$ cat src/rtl/nspi_feeder.sv
// Word feeder for a multi-lane SPI transmitter: takes one parallel word per
// valid/ready handshake, pulses start_tx, tracks the transmitter and idles after each frame.
module nspi_feeder #(
  parameter int CHANNEL_NUMBER  = 3,
  parameter int SPI_SIZE        = 8,
  parameter int WORDS_PER_FRAME = 384,
  parameter int GAP_CYCLES      = 64,
  parameter int ACK_TIMEOUT     = 8
) (
  input  logic                               clk,
  input  logic                               rst_n,
  input  logic                               in_valid,
  output logic                               in_ready,
  input  logic [CHANNEL_NUMBER*SPI_SIZE-1:0] in_data,
  output logic                               start_tx,
  input  logic                               tx_finish,
  output logic [SPI_SIZE-1:0]                data_out [CHANNEL_NUMBER-1:0],
  output logic                               frame_done,
  output logic                               busy,
  output logic                               tx_error
);

  localparam int WCW = (WORDS_PER_FRAME > 1) ? $clog2(WORDS_PER_FRAME) : 1;
  localparam int TCW = (ACK_TIMEOUT > 1) ? $clog2(ACK_TIMEOUT) : 1;
  localparam int GCW = (GAP_CYCLES > 1) ? $clog2(GAP_CYCLES) : 1;

  localparam logic [WCW-1:0] LAST_WORD = WCW'(WORDS_PER_FRAME - 1);
  localparam logic [TCW-1:0] TO_LAST   = TCW'(ACK_TIMEOUT - 1);
  localparam logic [GCW-1:0] GAP_LAST  = GCW'(GAP_CYCLES - 1);

  typedef enum logic [2:0] {
    IDLE      = 3'd0,
    START     = 3'd1,
    WAIT_LOW  = 3'd2,
    WAIT_HIGH = 3'd3,
    GAP       = 3'd4
  } state_t;

  state_t         state_r;
  logic [WCW-1:0] word_cnt_r;
  logic [TCW-1:0] to_cnt_r;
  logic [GCW-1:0] gap_cnt_r;
  logic           timeout_s;
  logic           word_done_s;

  assign in_ready = (state_r == IDLE) & tx_finish;

  // Word completion: transmitter went low then high again, or it never acknowledged
  always_comb begin
    timeout_s   = 1'b0;
    word_done_s = 1'b0;
    case (state_r)
      WAIT_LOW: begin
        timeout_s   = tx_finish & (to_cnt_r == TO_LAST);
        word_done_s = tx_finish & (to_cnt_r == TO_LAST);
      end
      WAIT_HIGH: begin
        timeout_s   = 1'b0;
        word_done_s = tx_finish;
      end
      default: begin
        timeout_s   = 1'b0;
        word_done_s = 1'b0;
      end
    endcase
  end

  // Feeder state machine with registered outputs
  always_ff @(posedge clk or negedge rst_n) begin
    if (!rst_n) begin
      state_r    <= IDLE;
      word_cnt_r <= {WCW{1'b0}};
      to_cnt_r   <= {TCW{1'b0}};
      gap_cnt_r  <= {GCW{1'b0}};
      start_tx   <= 1'b0;
      frame_done <= 1'b0;
      busy       <= 1'b0;
      tx_error   <= 1'b0;
      for (int i = 0; i < CHANNEL_NUMBER; i++) begin
        data_out[i] <= {SPI_SIZE{1'b0}};
      end
    end else begin
      start_tx   <= 1'b0;
      frame_done <= 1'b0;
      case (state_r)
        IDLE: begin
          if (in_valid && in_ready) begin
            for (int i = 0; i < CHANNEL_NUMBER; i++) begin
              data_out[i] <= in_data[i*SPI_SIZE +: SPI_SIZE];
            end
            start_tx <= 1'b1;
            busy     <= 1'b1;
            state_r  <= START;
          end
        end
        START: begin
          to_cnt_r <= {TCW{1'b0}};
          state_r  <= WAIT_LOW;
        end
        WAIT_LOW: begin
          if (!tx_finish) begin
            state_r <= WAIT_HIGH;
          end else if (!timeout_s) begin
            to_cnt_r <= to_cnt_r + TCW'(1);
          end
        end
        WAIT_HIGH: begin
          to_cnt_r <= {TCW{1'b0}};
        end
        GAP: begin
          if (gap_cnt_r == GAP_LAST) begin
            state_r    <= IDLE;
            busy       <= 1'b0;
            frame_done <= 1'b1;
          end else begin
            gap_cnt_r <= gap_cnt_r + GCW'(1);
          end
        end
        default: begin
          state_r <= IDLE;
          busy    <= 1'b0;
        end
      endcase

      if (timeout_s) begin
        tx_error <= 1'b1;
      end

      // A timed-out word is still counted so the frame keeps its length
      if (word_done_s) begin
        if (word_cnt_r == LAST_WORD) begin
          word_cnt_r <= {WCW{1'b0}};
          gap_cnt_r  <= {GCW{1'b0}};
          state_r    <= GAP;
        end else begin
          word_cnt_r <= word_cnt_r + WCW'(1);
          busy       <= 1'b0;
          state_r    <= IDLE;
        end
      end
    end
  end

endmodule

$ cat config.mk
export PLATFORM = sky130hd
export DESIGN_NAME = nspi_feeder
export DESIGN_NICKNAME = d
export VERILOG_FILES = /design/src/rtl/nspi_feeder.sv
export SDC_FILE = /design/constraint.sdc
export NUM_CORES = 1
export LEC_CHECK = 0
export CAP_MARGIN = 20
export CORE_MARGIN = 4
export CORE_UTILIZATION = 41
export DETAILED_ROUTE_END_ITERATION = 10
export PLACE_DENSITY = 0.72
export SLEW_MARGIN = 20
export SYNTH_ARGS = -nofsm -noshare
export SYNTH_HDL_FRONTEND = slang
export SYNTH_SLANG_ARGS = --single-unit
$ cat constraint.sdc
create_clock -name clk -period 2.5 [get_ports clk]
set_input_delay 0.375 -clock clk [delete_from_list [all_inputs] [get_ports clk]]
set_output_delay 0.375 -clock clk [all_outputs]
set_load 0.005 [all_outputs]
# Word level (Yosys, flattened, before mapping)
# Cells that the tools add are included.
dict set report totals {
  elab_cells 62
  in_bits 28
  reg_bits 49
  output_inout_bits 29
}
dict set report op_classes {
  n_reduce_logical 8
  n_eq_ne 13
  mux 25
  bitwise_logic 2
  n_addsub 3
}
# cell n
set op_table {}
lappend op_table {{2-to-1 mux 6 bit} 4}
lappend op_table {{2-to-1 mux 3 bit} 7}
lappend op_table {{one-hot mux 3 bit (5 select lines)} 1}
lappend op_table {{adder 9 x 1 -> 9 bit, second input constant} 1}
lappend op_table {{== test 9 bit, second input constant} 1}
lappend op_table {{2-to-1 mux 1 bit} 9}
lappend op_table {{2-to-1 mux 9 bit} 1}
lappend op_table {{adder 6 x 1 -> 6 bit, second input constant} 1}
lappend op_table {{== test 3 x 2 -> 1 bit, second input constant} 2}
lappend op_table {{== test 3 bit, second input constant} 2}
lappend op_table {{== test 6 bit, second input constant} 1}
lappend op_table {{!= test 2 bit, second input constant} 3}
lappend op_table {{!= test 3 bit, second input constant} 2}
lappend op_table {{one-hot mux 3 bit (2 select lines)} 1}
lappend op_table {{AND reduction 4 bit} 1}
lappend op_table {{adder 3 x 1 -> 3 bit, second input constant} 1}
lappend op_table {{== test 3 x 1 -> 1 bit, second input constant} 1}
lappend op_table {{logical NOT 3 bit} 1}
lappend op_table {{!= test 3 x 2 -> 1 bit, second input constant} 1}
lappend op_table {{one-hot mux 1 bit (3 select lines)} 1}
lappend op_table {{AND reduction 3 bit} 1}
lappend op_table {{OR reduction 3 bit} 1}
lappend op_table {{AND 1 bit} 2}
lappend op_table {{one-hot mux 1 bit (2 select lines)} 1}
lappend op_table {{other kinds (4)} 4}

# Longest topological paths before layout
dict set report logic_depth {
  word_depth 7
  mapped_depth 5
  ltp_nobuf 5
}

# Worst setup path before layout
# OpenSTA, ideal clock, no wires.
dict set report synth_path {
  kind {reg-to-reg}
  from {reg to_cnt_r[0]}
  to {reg word_cnt_r[8]}
  path_stages_with_launch 6
  t_required_ns 2.375
  setup_slack_ns 0.787
  setup_time_ns 0.125
  n_path_buf 0
  period_less_slack_ns 1.713
  t_arrival_ns 1.589
  cell_sequence {dfrtp_1 > ha_1 > ha_1 > o211ai_1 > nor3_1 > mux2_2}
}
dict set report synth_between {
  elab_chain_len 3
}
# item line
set synth_rtl {}
lappend synth_rtl {{start: declaration} 41} ;# logic [TCW-1:0] to_cnt_r;
lappend synth_rtl {{start signal: assignment} 73} ;# to_cnt_r <= {TCW{1'b0}};
lappend synth_rtl {{start signal: assignment} 97} ;# to_cnt_r <= {TCW{1'b0}};
lappend synth_rtl {{start signal: assignment} 104} ;# to_cnt_r <= to_cnt_r + TCW'(1);
lappend synth_rtl {{== test 3 bit} 55} ;# word_done_s = tx_finish & (to_cnt_r == TO_LAST);
lappend synth_rtl {{AND 1 bit} 55}
lappend synth_rtl {{one-hot mux 1 bit (2 select lines)} 52} ;# case (state_r)
lappend synth_rtl {{end signal: assignment} 72} ;# word_cnt_r <= {WCW{1'b0}};
lappend synth_rtl {{end signal: assignment} 132} ;# word_cnt_r <= {WCW{1'b0}};
lappend synth_rtl {{end signal: assignment} 136} ;# word_cnt_r <= word_cnt_r + WCW'(1);
lappend synth_rtl {{end: declaration} 40} ;# logic [WCW-1:0] word_cnt_r;
# Every way passes these cells.
# A chain may end at the register's enable or synchronous reset.

# Final worst setup path
dict set report layout_path {
  from {in tx_finish}
  to {out in_ready}
}
dict set report layout_between {
  elab_chain_len 1
}
# item line
set layout_rtl {}
lappend layout_rtl {{start: declaration} 16} ;# input logic tx_finish,
lappend layout_rtl {{AND 1 bit} 46} ;# assign in_ready = (state_r == IDLE) & tx_finish;
lappend layout_rtl {{end: declaration} 13} ;# output logic in_ready,
# Every way passes these cells.

==> flow_metrics.py <==
metrics = {
    "clock_tree": {
        "hold_buffers": 0,
        "cts_buffer_depth": 2,
        "root_buffer": "clkbuf_8",
        "cts-htree-levels": 2,
        "clock_latency_ps": 310,
        "cts_buffers": 5,
        "cts_resized": 0,
        "cts.sinks": 49,
        "cts_tree": "yes",
        "clkTransAtPathRegs_ps": 90,
        "post_cts_buffers": 0,
    },
    "final_layout": {
        "diodes": 0,
        "area_growth_pct": 31.9,
        "fin_nets": 273,
        "fillers": 452,
        "drive_gt1_share_pct": 18.6,
        "final_core_util_pct": 55.9,
    },
    "die": {
        "dieArea_um2": 7000,
        "initial_core_util_pct": 42.4,
        "die_w_um": 83.7,
        "core-area_um2": 5540,
        "dieHeight_um": 83.7,
        "ioPinCount": 57,
        "num_rows": 27,
    },
    "detailed_routing": {
        "post_drt_wl_per_cell_um": 15.7,
        "first_pass_iters": 4,
        "routed_wl_um": 4930,
        "vias_per_cell": 5.26,
        "antenna_left": 0,
        "drt-initial-drc-count": 97,
        "drc": 0,
        "vias": 1652,
    },
    "yosys": {
        "ys_warn_count": 0,
        "netlist_top_cells_count": "dfrtp_1, mux2_4, nand3_1, nor3_1",
        "yosysMostFrequentCell": "dfrtp_1",
        "synthCells": 182,
        "yosys.area.top_type": "dfrtp_1",
        "ys_ff_latch": 49,
        "ys_types": 48,
        "synth_nets": 214,
        "yosys_most_used_dff": "dfrtp_1",
        "synth_edf_count": 0,
        "seq_area_frac_synth_pct": 52.2,
        "synth.area.top_cells": "dfrtp_1, mux2_4, mux2_2",
        "synth_area_um2": 2350,
        "synth_area_per_cell_um2": 12.9,
        "async_reset_ff_share_pct": 100,
        "synth_top_area_share_pct": 52.2,
    },
    "critical_path": {
        "critPathLaunchType": "primary input",
        "worstPathRequired_ps": 2120,
        "crit_path_max_fanout": 7,
        "criticalPathCategory": "primary input to primary output",
        "critPathArrivalTime_ps": 1780,
        "end_kind": "primary output",
    },
    "sta": {
        "relSlewSlack_pct": 58.9,
        "fin_crit_ps": 2150,
        "finalHoldViolCount": 0,
        "finClkSkew_ps": 8.21,
        "slew_violations": 0,
        "worst_pin_slew_ps": 613,
        "fmax_ghz": 0.465,
        "period_share_pct": 86.1,
        "finalSetupTns_ps": 0,
        "setup_slack_ps": 347,
        "rsz0062_at_grt": "false",
        "whs_ps": 145,
        "setup_violations": 0,
    },
    "min_path": {
        "hp-class": "primary input to asynchronous set/reset pin",
    },
    "pwr": {
        "p_per_area_nw_per_um2": 966,
        "peakVddDrop_v": 0.000440,
        "p_leak_nw": 1.38,
        "p_total_mw": 2.99,
    },
    "placement": {
        "gp_congestion": 0.784,
        "dp_hpwl_um": 3450,
        "port-buffer-count": 56,
        "dp_slack_ps": 308,
    },
    "global_routing": {
        "antenna_found_initial": 0,
        "track_usage_pct": 14.1,
        "grt_pass1_vias": 1622,
        "gr-total-overflow": 0,
        "grt_first_pass_wirelength_um": 8070,
        "grt_max_degree": 50,
    },
    "run": {
        "max_cap_violations": 0,
    },
    "outcome": {
        "status": "complete, no violations",
    },
}
[sequential cells by signal, indices dropped and copies added (netlist names), 3 cells and up]
| register | count |
|---|---|
| to_cnt_r | 3 |
| gap_cnt_r | 6 |
| data_out | 24 |
| state_r | 3 |
| word_cnt_r | 9 |
[per-layer routing]
metal	part of all wire, %	vias up	global-route usage [%]
met5	0	-	0
met4	1.6	0	5.26
met3	4.3	6	2.96
met2	50	35	22.3
met1	44	818	18.8
li1	-	793	-
[cells by family (layout without fill, tap and decap cells)]
logic type,after synthesis,count (layout),synth area share (%)
AND/OR/NAND/NOR,57,57,16.3
flip-flops,49,49,52.2
AO/OA/AOI/OAI,31,31,9.38
multiplexers,26,26,15.5
buffers and inverters,11,71,2.93
adder cells (fa/ha/maj),4,4,2.13
XOR/XNOR,4,4,1.49
[area by class of cell]
type / count / area, um^2 / area share [%]
multi-input combinational: 122 / 1050 / 34.0
inverter: 5 / 18.8 / 0.606
clock inverter: 3 / 68.8 / 2.22
clock buffer: 5 / 68.8 / 2.22
sequential: 49 / 1230 / 39.6
tap: 72 / 90.1 / 2.91
timing repair buffer: 58 / 571 / 18.4
[stage by stage]
step	instance area [um^2]	instances
finish	3100	314
detailed placement	2960	306
global route	3100	314
CTS	3100	314
global placement	2960	306
floorplan	2350	182
[power breakdown]
group	leakage (nW)	internal (mW)	total, mW	switching, mW
clock	0.0687	0.403	0.679	0.276
sequential	0.588	1.06	1.27	0.209
combinational	0.723	0.730	1.05	0.317
[worst max-delay path: stages]
cell             delay [ps]
clkdlybuf4s50_1         610
nor4b_4                 260
clkdlybuf4s50_1         540
[cells in the final DEF (no fill, tap or decap), types with 3 or more instances in the layout]
cell / netlist / routed
inv_1: 5 / 5
clkbuf_8: 0 / 5
a211oi_1: 3 / 3
nand4b_1: 3 / 3
ha_1: 4 / 4
nor2_1: 6 / 6
nand2_1: 7 / 7
and3_1: 3 / 3
mux2_4: 19 / 19
nand3_1: 8 / 8
clkdlybuf4s50_1: 0 / 55
mux2_2: 7 / 7
nor3_1: 8 / 8
a21oi_1: 7 / 7
xor2_1: 3 / 3
o21ai_0: 4 / 4
dfrtp_1: 49 / 49
[path summary, 6_finish.rpt]
kind	depth (start not counted)	startpoint	endpoint	slack, ps
worst max-delay path	3	tx_finish	in_ready	350
worst min-delay path	2	rst_n	word_cnt_r[6]	140
worst max register to register	5	to_cnt_r[0]	word_cnt_r[8]	580
worst min register to register	1	tx_error	tx_error	500
max in group asynchronous	2	rst_n	busy	1940
min in group clk	1	tx_error	tx_error	500
Power figures use the tool's default switching activity.
